[src/rtl/player_move_ctrl.sv]
`timescale 1ns/1ps
// -----------------------------------------------------------------------------
// player_move_ctrl
//
// Purpose:
//   Moves two square sprites once per video frame. At each frame tick it
//   computes both players' candidate positions in turn, clamps them to the
//   visible area, optionally resolves collisions, and then commits all four
//   coordinates together.
//
// Configuration:
//   COLLISION_EN  (define to enable) adds the CHECK state: the second
//                 player's move is undone if it overlaps the first player's
//                 candidate. The first player's move is then undone if it
//                 still overlaps, and Collide_Out pulses. Without it, CALC_B
//                 goes straight to COMMIT and Collide_Out is tied low.
//
// Ports:
//   Master_Clock_In   single clock for all logic
//   Reset_N_In        synchronous reset, active HIGH despite the name
//   Frame_Tick_In     one-cycle pulse at start of vertical blank
//   P1_Keys_In[3:0]   player 1 keys {Up,Down,Left,Right}, level
//   P2_Keys_In[3:0]   player 2 keys, same encoding
//   P1_X_Out/P1_Y_Out committed player 1 top-left corner (registered)
//   P2_X_Out/P2_Y_Out committed player 2 top-left corner (registered)
//   Busy_Out          high while the FSM is not IDLE
//   Update_Done_Out   one-cycle pulse in the cycle after positions commit
//   Collide_Out       pulse alongside Update_Done_Out when a move was undone
// -----------------------------------------------------------------------------
module player_move_ctrl #(
  parameter int STEP   = 4,
  parameter int SPRITE = 16,
  parameter int H_MAX  = 640,
  parameter int V_MAX  = 480,
  parameter int P1_X0  = 80,
  parameter int P1_Y0  = 232,
  parameter int P2_X0  = 544,
  parameter int P2_Y0  = 232
) (
  input  logic       Master_Clock_In,
  input  logic       Reset_N_In,
  input  logic       Frame_Tick_In,
  input  logic [3:0] P1_Keys_In,
  input  logic [3:0] P2_Keys_In,
  output logic [9:0] P1_X_Out,
  output logic [9:0] P1_Y_Out,
  output logic [9:0] P2_X_Out,
  output logic [9:0] P2_Y_Out,
  output logic       Busy_Out,
  output logic       Update_Done_Out,
  output logic       Collide_Out
);

  localparam logic [2:0] S_IDLE   = 3'd0;
  localparam logic [2:0] S_CALC_A = 3'd1;
  localparam logic [2:0] S_CALC_B = 3'd2;
  localparam logic [2:0] S_CHECK  = 3'd3;
  localparam logic [2:0] S_COMMIT = 3'd4;

  localparam logic signed [10:0] STEP_S = 11'(STEP);
  localparam logic signed [10:0] X_LIM  = 11'(H_MAX - SPRITE);
  localparam logic signed [10:0] Y_LIM  = 11'(V_MAX - SPRITE);

  // One axis step: the signed intermediate lets "0 - STEP" go negative so it
  // can be clamped instead of wrapping. Opposite keys cancel.
  function automatic logic [9:0] move_axis(input logic [9:0]        pos,
                                           input logic              dec,
                                           input logic              inc,
                                           input logic signed [10:0] lim);
    logic signed [10:0] v;
    v = $signed({1'b0, pos});
    if (dec && !inc)
      v = v - STEP_S;
    else if (inc && !dec)
      v = v + STEP_S;
    if (v < 11'sd0)
      v = 11'sd0;
    else if (v > lim)
      v = lim;
    return v[9:0];
  endfunction

  logic [2:0] state_reg, state_next;
  logic       prio_reg;          // 0: player 1 is A, 1: player 2 is A
  logic [3:0] keys_a_reg, keys_b_reg;
  logic [9:0] old_ax_reg, old_ay_reg, old_bx_reg, old_by_reg;
  logic [9:0] cand_ax_reg, cand_ay_reg, cand_bx_reg, cand_by_reg;
  logic [9:0] p1_x_reg, p1_y_reg, p2_x_reg, p2_y_reg;
  logic       done_reg;

  // Shared candidate calculator: serves player A in CALC_A and B in CALC_B.
  logic [3:0] cur_keys;
  logic [9:0] cur_pos   [2];
  logic [9:0] cand_next [2];

  assign cur_keys   = (state_reg == S_CALC_B) ? keys_b_reg : keys_a_reg;
  assign cur_pos[0] = (state_reg == S_CALC_B) ? old_bx_reg : old_ax_reg;
  assign cur_pos[1] = (state_reg == S_CALC_B) ? old_by_reg : old_ay_reg;

  // Axis 0 is X (dec=Left bit1, inc=Right bit0); axis 1 is Y (dec=Up bit3,
  // inc=Down bit2).
  genvar gi;
  generate
    for (gi = 0; gi < 2; gi++) begin : g_axis
      assign cand_next[gi] = move_axis(cur_pos[gi],
                                       cur_keys[2*gi+1],
                                       cur_keys[2*gi],
                                       (gi == 0) ? X_LIM : Y_LIM);
    end
  endgenerate

`ifdef COLLISION_EN
  localparam logic [9:0] SPRITE_U = 10'(SPRITE);

  function automatic logic overlap(input logic [9:0] ax, input logic [9:0] ay,
                                   input logic [9:0] bx, input logic [9:0] by);
    logic [9:0] dx, dy;
    dx = (ax > bx) ? (ax - bx) : (bx - ax);
    dy = (ay > by) ? (ay - by) : (by - ay);
    return (dx < SPRITE_U) && (dy < SPRITE_U);
  endfunction

  logic       hit_reg, collide_reg;
  logic       revert_b, revert_a;
  logic [9:0] fin_ax, fin_ay, fin_bx, fin_by;

  // B yields first; A is then tested against wherever B ended up.
  always_comb begin
    revert_b = overlap(cand_ax_reg, cand_ay_reg, cand_bx_reg, cand_by_reg);
    fin_bx   = revert_b ? old_bx_reg : cand_bx_reg;
    fin_by   = revert_b ? old_by_reg : cand_by_reg;
    revert_a = overlap(cand_ax_reg, cand_ay_reg, fin_bx, fin_by);
    fin_ax   = revert_a ? old_ax_reg : cand_ax_reg;
    fin_ay   = revert_a ? old_ay_reg : cand_ay_reg;
  end
`endif

  always_comb begin
    state_next = state_reg;
    case (state_reg)
      S_IDLE:   if (Frame_Tick_In) state_next = S_CALC_A;
      S_CALC_A: state_next = S_CALC_B;
`ifdef COLLISION_EN
      S_CALC_B: state_next = S_CHECK;
      S_CHECK:  state_next = S_COMMIT;
`else
      S_CALC_B: state_next = S_COMMIT;
`endif
      S_COMMIT: state_next = S_IDLE;
      default:  state_next = S_IDLE;
    endcase
  end

  always_ff @(posedge Master_Clock_In) begin
    if (Reset_N_In) begin
      state_reg   <= S_IDLE;
      prio_reg    <= 1'b0;
      keys_a_reg  <= '0;
      keys_b_reg  <= '0;
      old_ax_reg  <= '0;
      old_ay_reg  <= '0;
      old_bx_reg  <= '0;
      old_by_reg  <= '0;
      cand_ax_reg <= '0;
      cand_ay_reg <= '0;
      cand_bx_reg <= '0;
      cand_by_reg <= '0;
      p1_x_reg    <= 10'(P1_X0);
      p1_y_reg    <= 10'(P1_Y0);
      p2_x_reg    <= 10'(P2_X0);
      p2_y_reg    <= 10'(P2_Y0);
      done_reg    <= 1'b0;
`ifdef COLLISION_EN
      hit_reg     <= 1'b0;
      collide_reg <= 1'b0;
`endif
    end else begin
      state_reg <= state_next;
      done_reg  <= 1'b0;
`ifdef COLLISION_EN
      collide_reg <= 1'b0;
`endif
      case (state_reg)
        S_IDLE: begin
          if (Frame_Tick_In) begin
            keys_a_reg <= prio_reg ? P2_Keys_In : P1_Keys_In;
            keys_b_reg <= prio_reg ? P1_Keys_In : P2_Keys_In;
            old_ax_reg <= prio_reg ? p2_x_reg : p1_x_reg;
            old_ay_reg <= prio_reg ? p2_y_reg : p1_y_reg;
            old_bx_reg <= prio_reg ? p1_x_reg : p2_x_reg;
            old_by_reg <= prio_reg ? p1_y_reg : p2_y_reg;
`ifdef COLLISION_EN
            hit_reg    <= 1'b0;
`endif
          end
        end
        S_CALC_A: begin
          cand_ax_reg <= cand_next[0];
          cand_ay_reg <= cand_next[1];
        end
        S_CALC_B: begin
          cand_bx_reg <= cand_next[0];
          cand_by_reg <= cand_next[1];
        end
`ifdef COLLISION_EN
        S_CHECK: begin
          cand_ax_reg <= fin_ax;
          cand_ay_reg <= fin_ay;
          cand_bx_reg <= fin_bx;
          cand_by_reg <= fin_by;
          hit_reg     <= revert_a | revert_b;
        end
`endif
        S_COMMIT: begin
          // All four coordinates change on this single edge.
          if (prio_reg) begin
            p2_x_reg <= cand_ax_reg;
            p2_y_reg <= cand_ay_reg;
            p1_x_reg <= cand_bx_reg;
            p1_y_reg <= cand_by_reg;
          end else begin
            p1_x_reg <= cand_ax_reg;
            p1_y_reg <= cand_ay_reg;
            p2_x_reg <= cand_bx_reg;
            p2_y_reg <= cand_by_reg;
          end
          prio_reg <= ~prio_reg;
          done_reg <= 1'b1;
`ifdef COLLISION_EN
          collide_reg <= hit_reg;
`endif
        end
        default: ;
      endcase
    end
  end

  assign P1_X_Out        = p1_x_reg;
  assign P1_Y_Out        = p1_y_reg;
  assign P2_X_Out        = p2_x_reg;
  assign P2_Y_Out        = p2_y_reg;
  assign Busy_Out        = (state_reg != S_IDLE);
  assign Update_Done_Out = done_reg;
`ifdef COLLISION_EN
  assign Collide_Out     = collide_reg;
`else
  assign Collide_Out     = 1'b0;
`endif

endmodule
[config.mk]
export PLATFORM = sky130hd
export DESIGN_NAME = player_move_ctrl
export DESIGN_NICKNAME = d
export VERILOG_FILES = /design/src/rtl/player_move_ctrl.sv
export SDC_FILE = /design/constraint.sdc
export NUM_CORES = 1
export LEC_CHECK = 0
export ABC_CLOCK_PERIOD_IN_PS = 3400
export CORE_MARGIN = 1.5
export CORE_UTILIZATION = 55
export CTS_BUF_LIST = sky130_fd_sc_hd__clkbuf_2 sky130_fd_sc_hd__clkbuf_4 sky130_fd_sc_hd__clkbuf_8
export DETAILED_ROUTE_END_ITERATION = 12
export PLACE_DENSITY = 0.77
export SYNTH_ARGS = -nofsm -noshare
export SYNTH_HDL_FRONTEND = slang
export SYNTH_SLANG_ARGS = --single-unit
export TNS_END_PERCENT = 1
[constraint.sdc]
create_clock -name Master_Clock_In -period 3.4 [get_ports Master_Clock_In]
set_input_delay 0.34 -clock Master_Clock_In [delete_from_list [all_inputs] [get_ports Master_Clock_In]]
set_output_delay 0.34 -clock Master_Clock_In [all_outputs]
set_load 0.02 [all_outputs]
; Yosys cells after proc, flatten, opt, wreduce, memory -nomap -nowiden
; Index checks and enable logic that the tools add are counted.
; W data, S select, Z words.
[totals]
regBits = 133
wordCells = 65
[op_classes]
eq_ne = 4
order_cmp = 4
n_reduce_logical = 11
bitwise = 1
muxes = 24
add_sub_neg = 4
[ops]
columns = cell, n
row1 = $mux W10, 14
row2 = $mux W11, 4
row3 = $add A10 B3 Y11 const B, 2
row4 = $lt A11 B1 Y1 const B, 2
row5 = $sub A10 B3 Y11 const B, 2
row6 = $mux W4, 3
row7 = $gt A11 B10 Y1 const B, 1
row8 = $gt A11 B11 Y1 const B, 1
row9 = $pmux W3 S3, 1
row10 = $logic_and A1 B1 Y1, 4
row11 = $logic_not A1 Y1, 4
row12 = $eq A3 B1 Y1 const B, 1
row13 = $eq A3 B2 Y1 const B, 1
row14 = $eq A3 B3 Y1 const B, 1
row15 = $logic_not A3 Y1, 1
row16 = $mux W3, 1
row17 = $reduce_bool A3 Y1, 1
row18 = $ne A2 B2 Y1 const B, 1
row19 = $reduce_and A2 Y1, 1
row20 = $mux W1, 1
row21 = $not A1 Y1, 1

; Longest topological paths before layout
; Gate-level depths: netlist of run 1.
[logic_depth]
ltp_word = 9
depth_mapped = 16
ltp_nobuf = 11

; Worst setup path before layout of run 1
; No wires, ideal clock.
[synth_path]
kind = flip-flop to flip-flop
start = reg state_reg[2]
end = reg cand_bx_reg[6]
t_required_ns = 3.280
arrival_ns = 3.463
path_slack_ns = -0.183
path_buffers = 5
path_stages_with_launch = 16
setup_ns = 0.120
path_cell_list = dfxtp_1 or3b_1 buf_6 buf_6 buf_4 buf_1 mux2i_1 ha_1 or3b_1 nor4_1 nor3b_1 a31oi_1 mux2i_2 a311oi_2 buf_4 o31a_1
[synth_via]
elab_chain_cells = 9
elab_cells_between_ends = 15
[synth_rtl]
columns = item, line
row1 = start: declaration, 83  ; logic [2:0] state_reg, state_next;
row2 = start signal: assignment, 178  ; state_reg <= state_next;
row3 = $eq A3 B2 Y1 *, "96, 97, 183"
row4 = "parallel branches: the longest is 8 deep, another holds $add A10 B3 Y11", --
row5 = end signal: assignment, 202  ; cand_bx_reg <= cand_next[0];
row6 = end: declaration, 87  ; logic [9:0] cand_ax_reg, cand_ay_reg, cand_bx_reg, cand_by_reg;
; Mark *: on every way between the ends.
; A chain may end at the register's enable or synchronous reset.

; Worst setup path after layout of run 1
[layout_path]
start = reg state_reg[0]
end = reg cand_ax_reg[3]
[layout_via]
elab_chain_cells = 9
elab_cells_between_ends = 16
[layout_rtl]
columns = item, line
row1 = "parallel branches: the longest is 9 deep, another holds $add A10 B3 Y11", --
row2 = end signal: assignment, 198  ; cand_ax_reg <= cand_next[0];
row3 = end: declaration, 87
; Parallel ways; which one is timed is not known.

==> metrics.yaml, run 1 <==
critPathArrivalTime_ns: 3.61
ir_drop_mv: 0.345
wl_um: 18700
outcome: "complete, no violations"
worstSetupPathType: "reg2reg"
synth_cell_types: 65
synthCells: 792
synth_edf_count: 0
core_area_um2: 12500
hpwl_um: 13200
clk_latency_ns: 0.46
place_area_um2: 7580
fin_crit_ns: 3.27
clkTransAtPathRegs_ns: 0.08
synth_area_leaders: "dfxtp_1 38%, mux2i_1 15%, a211oi_1 8.6%"
tightestPinTransition_ns: 1.06
synth_fp_nets: 806
synth_top_cell_area_share: 0.381
die_h_um: 116
grtUsageTotal: 0.293
slew_headroom: 0.293
finalSetupViolCount: 0
cts_buffer_depth: 2
yosysTopAreaCell: "dfxtp_1"
area_delta_synth_final_pct: 15.4
cap_violations: 0
wire_per_inst_um: 18.9
syn_avg_cell_area_um2: 8.83
via_count: 6108
drc: 0
detail_route.vias_per_cell: 6.14
layout_common_cells: "131 x dfxtp_1, 131 x nor2_1, 99 x mux2i_1"
synthFlopType: "dfxtp_1"
drt_pre_antenna_iters: 5
numCtsBuffers: 17
finalClockSkew_ns: 0.0111
portBuffers: 52
die_area_um2: 13400
critPathRequiredTime_ns: 3.74
grt_pass1_vias: 5792
nets: 823
cts_sinks: 133
fin_crit_sh: 0.961
globalplace.congestion: 0.927
start_util: 0.559
drv_slew: 0
rsz0062_at_grt: "false"
synth_area_um2: 6990
cp-end-kind: "register"
holdBufCountCts: 0
rows: 41
grt_pass1_wl_um: 30200
drive_above_1_share: 0.0888
power.density_nw_per_um2: 489
drt_iter0_markers: 487
crit_fanout: 12
ys_warn_count: 0
cts_tree: "built"
die_w_um: 116
ys_seq_area_frac: 0.381
min_path_type: "in2reg"
power_uw: 3940
globalRoute.totalOverflow: 0
finalHoldViolCount: 0
synth-async-reset-ratio: 0
ios: 54
fmax_ghz: 0.306
clockRootBuffer: "clkbuf_8"
cp-start-kind: "register"
ys_ff_latch: 133
antenna_cells: 0
grt_max_degree: 61
cts-htree-levels: 4
leakage_uw: 0.00263
antenna_left: 0
fin_area_um2: 8070
antenna_found_initial: 0
==> worst paths after layout <==
check            startpoint         endpoint  slack (ns)  cells past startpoint
max reg2reg    state_reg[0]   cand_ax_reg[3]        0.13                     11
min              Reset_N_In  Update_Done_Out        0.37                      2
max            state_reg[0]   cand_ax_reg[3]        0.13                     11
min reg2reg  cand_by_reg[6]   cand_by_reg[6]        0.48                      2
==> area by class of cell <==
cell class                      instances  area (um2)
Multi-Input combinational cell        581        4040
Sequential cell                       133        2670
Clock inverter                         12         199
Clock buffer                           20         269
Fill cell                            1076        4450
Tap cell                              172         215
Inverter                                9        33.8
Timing Repair Buffer                   67         647
==> cells in the mapped netlist, types with 5 or more instances <==
library cell / count
or3_1: 7
a211o_1: 12
nor3_1: 12
nor2_1: 132
nand2b_1: 7
o21ai_1: 5
nand3_1: 19
o41ai_1: 5
dfxtp_1: 133
a32o_1: 9
buf_1: 13
xnor2_1: 22
o21ai_0: 7
and2_1: 6
o211ai_1: 5
xor2_1: 5
a211oi_1: 80
mux2i_1: 102
nor4b_1: 7
nand2_1: 33
nor2b_1: 9
inv_1: 8
a21oi_1: 13
clkbuf_1: 44
and3_1: 5
o31a_1: 6
==> through the flow <==
stage          utilization  cells  hold WS (ns)  TNS, ns  worst slack [ns]
6_report             0.645    994         0.367        0             0.131
5_1_grt              0.645    994         0.372        0           0.00114
4_1_cts              0.643    994         0.332        0            0.0794
3_5_place_dp         0.606    962         0.467        0             0.107
3_3_place_gp         0.606    962         0.461        0             0.243
2_1_floorplan            -    792         0.437   -0.169           -0.0496
==> cells by family after synthesis <==
family / after synthesis / synth area share
AO/OA/AOI/OAI: 173 / 0.189
XOR/XNOR: 27 / 0.0338
adder cells (fa/ha/maj): 3 / 0.00537
buffers and inverters: 78 / 0.0481
flip-flops: 133 / 0.381
multiplexers: 110 / 0.160
other: 1 / 0.000536
AND/OR/NAND/NOR: 267 / 0.182
==> worst max-delay path, cell delays in order, from the launching register on <==
cell and delay, ns:
dfxtp_2 0.36, or3b_4 0.46, mux2i_2 0.24, ha_2 0.23, or3b_4 0.39, nor4_2 0.25, a31oi_1 0.09, xnor2_1 0.17
mux2i_2 0.29, a311oi_2 0.15, buf_4 0.21, o41ai_1 0.31
==> per-layer routing <==
metal	up-vias	GRT usage	wire length, um
met5	-	0	0
met4	0	0.0894	265
met3	25	0.0717	1260
met2	200	0.433	8190
met1	2930	0.424	9040
li1	2953	-	-
==> report_power, final <==
| group | total, uW | internal [uW] | leakage, uW | switching (uW) |
|---|---|---|---|---|
| registers | 1770 | 1640 | 0.00109 | 129 |
| clock network | 1570 | 922 | 0.000237 | 644 |
| logic | 607 | 252 | 0.00131 | 355 |
==> timing repair <==
action	in CTS	in global routing
endpoints found under the setup margin	0	14
resized for setup	0	5
buffers inserted	0	0
(Power assumes the default switching activity.)
==> run 2: changes to the inputs <==
--- a/config.mk
+++ b/config.mk
@@ -6,7 +6,6 @@
 export NUM_CORES = 1
 export LEC_CHECK = 0
 export ABC_CLOCK_PERIOD_IN_PS = 3400
-export CORE_MARGIN = 1.5
 export CORE_UTILIZATION = 55
 export CTS_BUF_LIST = sky130_fd_sc_hd__clkbuf_2 sky130_fd_sc_hd__clkbuf_4 sky130_fd_sc_hd__clkbuf_8
 export DETAILED_ROUTE_END_ITERATION = 12
==> run 2 against run 1 <==
Compared with the run above:
- sequential cell count is the same
- power shrank 7.5%
- fmax grew 1.1%
- wire length grew 0.30%
- via count grew 0.23%
- die area shrank 1.7%
- final cell count shrank 0.50%
- hold slack gained 0.013 ns
- setup slack gained 0.035 ns
- largest cell class unchanged
- largest power group unchanged
==> metrics.yaml, run 2 (synthesis gave the netlist of run 1 again) <==
fin_crit_sh: 0.951  # -0.0102
globalplace.congestion: 0.916  # -1.3%
clockRootBuffer: "clkbuf_8"
grt_pass1_wl_um: 30600  # +1.2%
drt_pre_antenna_iters: 5  # unchanged
tightestPinTransition_ns: 1.08  # +0.0173 ns
hp-start: "Reset_N_In"
die_w_um: 115  # -0.86%
finalHoldViolCount: 0  # unchanged
cp-end-kind: "register"
critPathArrivalTime_ns: 3.59  # -0.02 ns
grtUsageMet3: 0.0622  # -0.00945
rows: 40  # -2.4%
critPathRequiredTime_ns: 3.75  # about the same
power.density_nw_per_um2: 457  # -6.5%
clk_latency_ns: 0.46  # about the same
slowest_stage: "or3b_1"
min_path_type: "in2reg"
via_count: 6122  # +0.23%
area_delta_synth_final_pct: 14.1
crit_fanout: 12  # unchanged
portBuffers: 52  # unchanged
nets: 823  # unchanged
grt_pass1_vias: 5807  # +0.26%
grtUsageTotal: 0.301  # +0.00816
die_area_um2: 13200  # -1.7%
multi_input_area_um2: 4050  # +0.22%
rr_startpoint: "state_reg[0]"
ir_drop_mv: 0.339  # -1.7%
antenna_found_initial: 0  # unchanged
grt_busiest_layer: "met2"
grt_max_degree: 63  # +3.3%
holdBufCountCts: 0  # unchanged
antenna_left: 0  # unchanged
fin_area_um2: 7980  # -1.1%
die_h_um: 115  # -0.86%
rr_worst_depth: 11  # unchanged
drive_above_1_share: 0.0865  # -0.00233
whs_path_depth: 2  # unchanged
clkTransAtPathRegs_ns: 0.08  # about the same
cp-start-kind: "register"
min_to: "Update_Done_Out"
ios: 54  # unchanged
core_area_um2: 12200  # -2.4%
wire_per_inst_um: 19.0  # +0.81%
antenna_cells: 0  # unchanged
cts_sinks: 133  # unchanged
setup_tns_ns: 0  # unchanged
worstSetupPathType: "reg2reg"
final.fill_count: 1054  # -2.0%
cap_violations: 0  # unchanged
crit_chain: "or3b_1 -> mux2i_1 -> ha_2 -> or3b_4 -> nor4_4 -> a31oi_1 -> xnor2_1 -> mux2i_2 -> a311oi_2 -> buf_4 -> o41ai_1"
grt_util_met1: 0.425  # +0.00142
cts_tree: "built"
wl_um: 18800  # +0.30%
drt_iter0_markers: 522  # +7.2%
globalRoute.totalOverflow: 0  # unchanged
rsz0062_at_grt: "true"
timing.rr.end: "cand_bx_reg[3]"
cts_buffer_depth: 2  # unchanged
met2_usage: 0.459  # +0.0261
detail_route.vias_per_cell: 6.19  # +0.74%
outcome: "complete, no violations"
finalSetupViolCount: 0  # unchanged
leakage_uw: 0.00259  # -1.6%
fin_crit_ns: 3.23  # -0.0347 ns
slew_headroom: 0.282  # -0.0115
fmax_ghz: 0.309  # +1.1%
place_area_um2: 7570  # -0.16%
cts-htree-levels: 4  # unchanged
hpwl_um: 13100  # -0.90%
post-place-cells: 957  # -0.52%
instances_no_fill: 989  # -0.50%
start_util: 0.573  # +0.0140
drc: 0  # unchanged
numCtsBuffers: 17  # unchanged
drv_slew: 0  # unchanged
layout_common_cells: "131 x dfxtp_1, 131 x nor2_1, 100 x mux2i_1"
r2r_slack_ns: 0.17  # +0.03 ns
regArea_um2: 2670  # unchanged
finalClockSkew_ns: 0.0135  # +0.00244 ns
crit_path_max_incr_delay_ns: 0.46  # about the same
run 2: per-layer routing:
layer  part of all wire  wire (um)
met1               0.48       9000
met2               0.45       8370
met3              0.059       1110
met4              0.017        322
met5                  0          0
run 2: critical path: cells and delay by family, from the launching register on:
kind	cells	cell delay, ns
flip-flops	1	0.35
adder cells (fa/ha/maj)	1	0.24
AND/OR/NAND/NOR	3	1.08
buffers and inverters	1	0.21
multiplexers	2	0.53
XOR/XNOR	1	0.17
AO/OA/AOI/OAI	3	0.55
run 2: cell type report:
class	instances	area share
Clock inverter	11	0.0127
Timing Repair Buffer	67	0.0806
Sequential cell	133	0.334
Clock buffer	20	0.0345
Tap cell	168	0.0263
Inverter	9	0.00423
Multi-Input combinational cell	581	0.507
run 2: where the power goes:
group          total [uW]  switching [uW]  internal, uW
Combinational         599             346           253
Clock                1270             635           633
Sequential           1780             137          1640
run 2: how the worst max path moves through the flow:
stage	from	end	slack (ns)	cells past startpoint
2_1_floorplan	state_reg[0]	cand_bx_reg[3]	-0.05	15
3_3_place_gp	state_reg[0]	cand_bx_reg[4]	0.27	11
3_5_place_dp	state_reg[0]	cand_bx_reg[3]	0.17	11
4_1_cts	state_reg[0]	cand_bx_reg[3]	0.13	11
5_1_grt	state_reg[0]	cand_bx_reg[3]	-0.009	11
6_report	state_reg[0]	cand_bx_reg[3]	0.17	11
run 2: repair_timing:
item / CTS / global route
setup buffers: 0 / 1
endpoints found under the setup margin: 0 / 21
gates resized for setup: 0 / 4
run 2: stage by stage:
step	power (uW)	hold WS, ns	setup slack [ns]	utilization
2_1_floorplan	2210	0.437	-0.0496	-
3_3_place_gp	2370	0.462	0.269	0.620
3_5_place_dp	2390	0.458	0.174	0.620
4_1_cts	3640	0.356	0.130	0.651
5_1_grt	3790	0.383	-0.00869	0.653
6_report	3650	0.380	0.166	0.653
